`src/rtl/l1_lookup_arb_pkg.sv`:
```
// Shared definitions for the L1 lookup scheduler: widths, FSM encoding and source IDs.
package l1_lookup_arb_pkg;

  localparam int CORE_IDX_WIDTH = 8;
  localparam int CORE_TAG_WIDTH = 20;

  typedef enum logic {
    ARB_INIT = 1'b0,
    ARB_RUN  = 1'b1
  } arb_state_t;

  localparam logic SRC_CORE = 1'b0;
  localparam logic SRC_FILL = 1'b1;

endpackage

```
`src/rtl/l1_lookup_arb_rr_arb2.sv`:
```
// Two-way round-robin arbiter; the preferred port flips to the loser after every grant.
module l1_rr_arb2 (
  input  logic       clk,
  input  logic       rst,
  input  logic [1:0] elig,
  input  logic       adv,
  output logic [1:0] gnt,
  output logic       rr
);

  logic rr_r;

  always_comb begin
    gnt = 2'b00;
    if (adv) begin
      if (&elig) begin
        gnt[rr_r] = 1'b1;
      end else begin
        gnt = elig;
      end
    end
  end

  // Next preference is the port that did not win: winner 0 -> 1, winner 1 -> 0.
  always_ff @(posedge clk) begin
    if (rst) begin
      rr_r <= 1'b0;
    end else if (|gnt) begin
      rr_r <= gnt[0];
    end
  end

  assign rr = rr_r;

endmodule

```
`src/rtl/l1_lookup_arb.sv`:
```
// Two-requester scheduler in front of the L1 tag/LRU lookup pipe with miss-index blocking.
module l1_lookup_arb
  import l1_lookup_arb_pkg::*;
#(
  parameter int IDX_W = CORE_IDX_WIDTH,
  parameter int TAG_W = CORE_TAG_WIDTH
) (
  input  logic             clk,
  input  logic             rst,
  input  logic             lru_ready,
  input  logic             stall,
  input  logic             miss_pend,
  input  logic [IDX_W-1:0] miss_idx,
  input  logic             r0_val,
  input  logic [IDX_W-1:0] r0_idx,
  input  logic [TAG_W-1:0] r0_tag,
  output logic             r0_rdy,
  input  logic             r1_val,
  input  logic [IDX_W-1:0] r1_idx,
  input  logic [TAG_W-1:0] r1_tag,
  output logic             r1_rdy,
  output logic             lk_req,
  output logic [IDX_W-1:0] lk_idx,
  output logic             lk_val_r,
  output logic             lk_src_r,
  output logic [TAG_W-1:0] lk_tag_r,
  output arb_state_t       dbg_state,
  output logic             dbg_rr
);

  arb_state_t       state_q, state_d;
  logic [1:0]       elig;
  logic [1:0]       gnt;
  logic             adv;
  logic             val_q;
  logic             src_q;
  logic [TAG_W-1:0] tag_q;

  always_ff @(posedge clk) begin
    if (rst) begin
      state_q <= ARB_INIT;
    end else begin
      state_q <= state_d;
    end
  end

  always_comb begin
    state_d = state_q;
    case (state_q)
      ARB_INIT: if (lru_ready)  state_d = ARB_RUN;
      ARB_RUN:  if (!lru_ready) state_d = ARB_INIT;
      default:  state_d = ARB_INIT;
    endcase
  end

  // Miss blocking uses this cycle's miss_pend/miss_idx so a just-raised miss already blocks.
  assign elig[0] = r0_val & ~(miss_pend & (r0_idx == miss_idx));
  assign elig[1] = r1_val & ~(miss_pend & (r1_idx == miss_idx));
  assign adv     = ~rst & (state_q == ARB_RUN) & ~stall;

  l1_rr_arb2 u_rr (
    .clk  (clk),
    .rst  (rst),
    .elig (elig),
    .adv  (adv),
    .gnt  (gnt),
    .rr   (dbg_rr)
  );

  // Handshake: a request transfers in the cycle where ri_val & ri_rdy; the requester
  // holds val/idx/tag stable until then, and rdy is only raised for an eligible valid.
  assign r0_rdy = gnt[0];
  assign r1_rdy = gnt[1];
  assign lk_req = |gnt;
  assign lk_idx = rst ? '0 : (gnt[1] ? r1_idx : r0_idx);

  // The read stage has no hold, so stall never freezes the analyze-stage register.
  always_ff @(posedge clk) begin
    if (rst) begin
      val_q <= 1'b0;
      src_q <= SRC_CORE;
      tag_q <= '0;
    end else begin
      val_q <= lk_req;
      if (lk_req) begin
        src_q <= gnt[1] ? SRC_FILL : SRC_CORE;
        tag_q <= gnt[1] ? r1_tag : r0_tag;
      end
    end
  end

  assign lk_val_r  = val_q & ~rst;
  assign lk_src_r  = src_q & ~rst;
  assign lk_tag_r  = rst ? '0 : tag_q;
  assign dbg_state = state_q;

endmodule

```
`config.mk`:
```
export PLATFORM = sky130hd
export DESIGN_NAME = l1_lookup_arb
export DESIGN_NICKNAME = d
export VERILOG_FILES = /design/src/rtl/l1_lookup_arb_pkg.sv /design/src/rtl/l1_lookup_arb_rr_arb2.sv /design/src/rtl/l1_lookup_arb.sv
export SDC_FILE = /design/constraint.sdc
export NUM_CORES = 1
export LEC_CHECK = 0
export CELL_PAD_IN_SITES_DETAIL_PLACEMENT = 0
export CELL_PAD_IN_SITES_GLOBAL_PLACEMENT = 1
export CORE_MARGIN = 5
export CORE_UTILIZATION = 25
export CTS_CLUSTER_SIZE = 25
export DETAILED_ROUTE_END_ITERATION = 6
export PLACE_DENSITY = 0.78
export RECOVER_POWER = 100
export SETUP_SLACK_MARGIN = 0.05
export SLEW_MARGIN = 20
export SYNTH_ARGS = -nofsm -noshare
export SYNTH_HDL_FRONTEND = slang
export SYNTH_SLANG_ARGS = --single-unit
```
`constraint.sdc`:
```
create_clock -name clk -period 2.35 [get_ports clk]
set_input_delay 0.47 -clock clk [delete_from_list [all_inputs] [get_ports clk]]
set_output_delay 0.47 -clock clk [all_outputs]
set_load 0.02 [all_outputs]
```
== Word level (Yosys, flattened, before mapping) ==
Cells that the tools add are included.

* Register bits after elaboration: 24
* Input bits: 71
* Output and inout bits: 35
* Word-level logic and storage cells: 34

* $lt $le $gt $ge: 2
* Eq/ne operators: 2
* Multiplexer cells: 10
* Bitwise gates (word level): 12
* Reductions and logical operators: 3

{| class="wikitable"
|+ Operator list
! kind !! number
|-
| two-way mux 20 bit || 2
|-
| equality test 8 bit || 2
|-
| two-way mux 8 bit || 2
|-
| AND 1 bit || 8
|-
| two-way mux 2 bit || 2
|-
| NOT 1 bit || 4
|-
| two-way mux 1 bit || 3
|-
| < comparator 1 x 2 -> 1 bit (second input constant) || 1
|-
| AND reduction 2 bit || 1
|-
| OR reduction 2 bit || 1
|-
| demux 1 bit (select 1 bit) || 1
|-
| >= comparator 1 bit (second input constant) || 1
|-
| logical AND 1 bit || 1
|}

== Depth between registers and ports, before layout ==
* Word-level depth: 9
* Mapped depth: 6
* Mapped depth without buffers: 5

== By module ==
From an unflattened synthesis, not the netlist that was laid out.

* Cells, all modules: 171
* Area total of the unflattened synthesis: 1649.1 um^2

{| class="wikitable"
|+ Modules (own cells, without submodules)
! module !! times used !! cells each !! area an instance (um^2) !! seq. area each (um^2)
|-
| l1_lookup_arb || 1 || 163 || 1594.0 || 460.4
|-
| l1_rr_arb2 || 1 || 8 || 55.1 || 20.0
|}

== Worst setup path before layout ==
No wires, ideal clock.

* Path kind: input to output
* From: input port miss_idx[7]
* To: output port lk_idx[0]
* Arrival: 1.894 ns
* Data required time: 1.880 ns
* Path slack: -0.014 ns
* Stages: 5
* Buffers on the path: 0
* Cells stage by stage: xor2_1 nor4_2 a311oi_2 nor2_4 mux2_2

* Longest elaborated chain between the ends: 9
* Elaborated cells between the ends (all ways): 13
* Classes of those cells: eq/ne (2); mux (4); bitwise (6); reduce/logical (1)

{| class="wikitable"
|+ RTL lines
! item !! line !! source
|-
| from (decl) || l1_lookup_arb.sv:13 || <nowiki>input logic [IDX_W-1:0] miss_idx,</nowiki>
|-
| equality test 8 bit (on tied branches) || l1_lookup_arb.sv:57, l1_lookup_arb.sv:58 ||
|-
| AND 1 bit (on tied branches) || l1_lookup_arb.sv:57, l1_lookup_arb.sv:58 ||
|-
| NOT 1 bit (on tied branches) || l1_lookup_arb.sv:57, l1_lookup_arb.sv:58 ||
|-
| AND 1 bit (on tied branches) || l1_lookup_arb.sv:57, l1_lookup_arb.sv:58 ||
|-
| AND reduction 2 bit || l1_lookup_arb_rr_arb2.sv:16 || <nowiki>if (&elig) begin</nowiki>
|-
| two-way mux 2 bit (*) || l1_lookup_arb_rr_arb2.sv:16 ||
|-
| two-way mux 2 bit (*) || l1_lookup_arb_rr_arb2.sv:15 || <nowiki>if (adv) begin</nowiki>
|-
| named net r1_rdy || l1_lookup_arb.sv:21 || <nowiki>output logic r1_rdy,</nowiki>
|-
| two-way mux 8 bit (*) (2 in a row) || l1_lookup_arb.sv:75 || <nowiki>assign lk_idx = rst ? '0 : (gnt[1] ? r1_idx : r0_idx);</nowiki>
|-
| to (decl) || l1_lookup_arb.sv:23 || <nowiki>output logic [IDX_W-1:0] lk_idx,</nowiki>
|}

The timed path passes the listed nets; every way through them passes the cells marked *.

== Worst setup path after layout ==
* From: input port miss_idx[7]
* To: output port lk_idx[5]

* Longest elaborated chain between the ends: 9
* Elaborated cells between the ends (all ways): 13
* Classes of those cells: eq/ne (2); mux (4); bitwise (6); reduce/logical (1)

{| class="wikitable"
|+ RTL lines
! item !! line
|-
| equality test 8 bit (on tied branches) || l1_lookup_arb.sv:57, l1_lookup_arb.sv:58
|-
| AND 1 bit (on tied branches) || l1_lookup_arb.sv:57, l1_lookup_arb.sv:58
|-
| NOT 1 bit (on tied branches) || l1_lookup_arb.sv:57, l1_lookup_arb.sv:58
|-
| AND 1 bit (on tied branches) || l1_lookup_arb.sv:57, l1_lookup_arb.sv:58
|-
| AND reduction 2 bit || l1_lookup_arb_rr_arb2.sv:16
|-
| two-way mux 2 bit (*) || l1_lookup_arb_rr_arb2.sv:16
|-
| two-way mux 2 bit (*) || l1_lookup_arb_rr_arb2.sv:15
|-
| two-way mux 8 bit (*) (2 in a row) || l1_lookup_arb.sv:75
|}

Mark *: on every way between the ends. The rest lies on a longest branch, timed or not.

==> metrics.cfg <==
[routing]
drt-wirelength-per-cell_um=14.8
via_per_inst=4.59
wl_um=6240
drtIter0Drc=33
drt-pass1-iter-count=4
drc_errors=0
via_count=1933
antenna_left=0

[logic_synthesis]
yosys.area.top_type=dfxtp_1
synth_cell_type_count=29
synth_top_area_share_pct=28.5
synth_cells=199
syn_area_per_cell_um2=8.47
synth_flop_cell=dfxtp_1
synthesis.area_um2=1690
async_reset_ff_share_pct=0
synth_area_leaders=dfxtp_1 29%, a211oi_2 14%, nor3_1 13%, nand2b_1 7.8%, mux2_2 5.3%
syn_nets=270
synth-edff-count=0
synth-seq-area-share_pct=28.5
yosys_warnings=0
yosys_register_bits=24

[timing]
fmax_ghz=0.397
setup_tns_ns=-1.24
fin_crit_sh_pct=107
slew_viol_final=0
rsz0062_at_grt=true
worst_pin_slew_ns=0.569
finClkSkew_ns=0.00417
setup_violations=8
fin_crit_ns=2.52
setup_ws_ns=-0.168
relSlewSlack_pct=62.1
hold_viol=0

[layout]
layout.cells.most_common=clkdlybuf4s50_1
syn_to_final_growth_pct=93.8
n_antenna_cell=0
layout_common_cells=43 x clkdlybuf4s50_1, 42 x nor3_1, 33 x buf_4
nNetsFinal=413
postLayoutCellArea_um2=3270
drive_gt1_share_pct=38.4
layoutNonFillerInstCount=421

[run_status]
status=finished, violations left
violations=negative setup slack

[global_route]
grt_overflow=0
grt_pass1_vias=2088
grt_max_degree=33
grt_pass1_wl_um=10100
antenna_found_initial=0
grt_use_total_pct=14.6

[clock_network]
clkTransAtPathRegs_ns=0.09
cts_buffers=3
clockRootBuffer=clkbuf_8
clock_latency_ns=0.27
cts-htree-levels=1
clk_path_buf_depth=2
cts.sinks=24
cts_tree=built

[worst_setup_path]
crit_buf_inv=4
crit_chain=buf_8, buf_6, xnor2_2, nand4_1, o31ai_4, nor2_4, buf_6, mux2_4, buf_6
worst_setup_path_end_kind=output pin
cp_slowest_cell=o31ai_4
cp_top_family=buffers and inverters
worst_path_most_repeated_cell=buf_6
cp.arrival_ns=2.05
path_class=in2out
max_stage_delay_ns=0.33
crit_required_ns=1.88
path_max_fanout=5
setup.worst_path.start_class=input port

[power]
power_mw=1.14
power_density_nw_per_um2=348
max-vdd-ir-drop_mv=0.210
p_leak_nw=1.54

[place]
placed_cell_area_um2=3070
gp_congestion=0.729
port-buffer-count=105
dp_hpwl_um=4480
dp.cells=410

[min_path]
hold_path_class=reg2reg

[floorplanning]
num_rows=30
dieArea_um2=8480
core-area_um2=6680
die_w_um=92.1
fp.dieH_um=92.1
io_pins=106
initial_core_util_pct=25.2

[flow_run]
cap_viol_max_count=0

## report_power, final
part / switching, mW / internal, mW / leakage [nW]
registers: 0.00722 / 0.432 / 0.197
clock network: 0.136 / 0.150 / 0.0288
logic: 0.169 / 0.242 / 1.32
## through the flow
| stage | hold slack (ns) | utilization, % | setup WS (ns) |
|---|---|---|---|
| 2_1_floorplan | 0.468 | - | -0.0141 |
| 6_report | 0.510 | 48.9 | -0.168 |
| 4_1_cts | 0.513 | 49.8 | -0.210 |
| 3_5_place_dp | 0.499 | 46.0 | -0.942 |
| 3_3_place_gp | 0.496 | 46.0 | -0.914 |
| 5_1_grt | 0.540 | 48.9 | -0.251 |
## Yosys cell counts, types with 3 or more instances
| master | count |
|---|---|
| nor3_1 | 43 |
| dfxtp_1 | 24 |
| inv_1 | 23 |
| nand2b_1 | 21 |
| a211oi_2 | 19 |
| nor2b_1 | 12 |
| xnor2_1 | 9 |
| mux2_2 | 8 |
| xor2_1 | 7 |
| clkbuf_1 | 5 |
| buf_2 | 4 |
| nand3_1 | 3 |
## worst register-to-register path: stages (launching register included)
cell and delay (ns):
dfxtp_1 0.32, nor2b_2 0.16, buf_4 0.14, nand2b_1 0.06
a311o_2 0.39, and2_4 0.16, buf_2 0.30, a211oi_1 0.27
## timing repair
item / in CTS / in global routing
pin swaps: 27 / 6
gates cloned: 1 / 0
hold buffers: 0 / 0
setup buffers: 16 / 1
endpoints found under the setup margin: 55 / 15
gates resized for setup: 225 / 5
## layer usage
metal  part of all wire [%]  global-route usage [%]  vias up
met1                     43                    17.1      908
li1                       -                       -      962
met5                      0                       0        -
met4                    1.2                    5.07        0
met3                    3.9                    2.46        6
met2                     52                    26.7       57
## logic make-up (layout without fill, tap and decap cells)
kind of cell	after synthesis	after routing	synth area share [%]
simple gates	88	88	29.8
buf+inv	36	178	9.65
compound gates	27	27	18.4
flops	24	24	28.5
xor+xnor	16	16	8.32
mux	8	8	5.35
## registers in the layout (all words and copies together) (netlist names)
| signal | count |
|---|---|
| dbg_state | 1 |
| u_rr.rr | 1 |
| val_q | 1 |
| tag_q | 20 |
| src_q | 1 |
## final cells by class
type / instances / area [um^2]
Sequential cell: 24 / 480
Multi-Input combinational cell: 139 / 1190
Timing Repair Buffer: 151 / 1350
Tap cell: 80 / 100
Inverter: 23 / 86.3
Fill cell: 683 / 3410
Clock buffer: 4 / 55.1
## path summary, 6_finish.rpt
kind	start	to	slack, ns	depth (start not counted)
worst max-delay path	miss_idx[7]	lk_idx[5]	-0.17	9
worst min-delay path	tag_q[1]	tag_q[1]	0.51	2
worst max register to register	dbg_state	tag_q[7]	0.47	7
worst min register to register	tag_q[1]	tag_q[1]	0.51	2
Power figures use the tool's default switching activity.
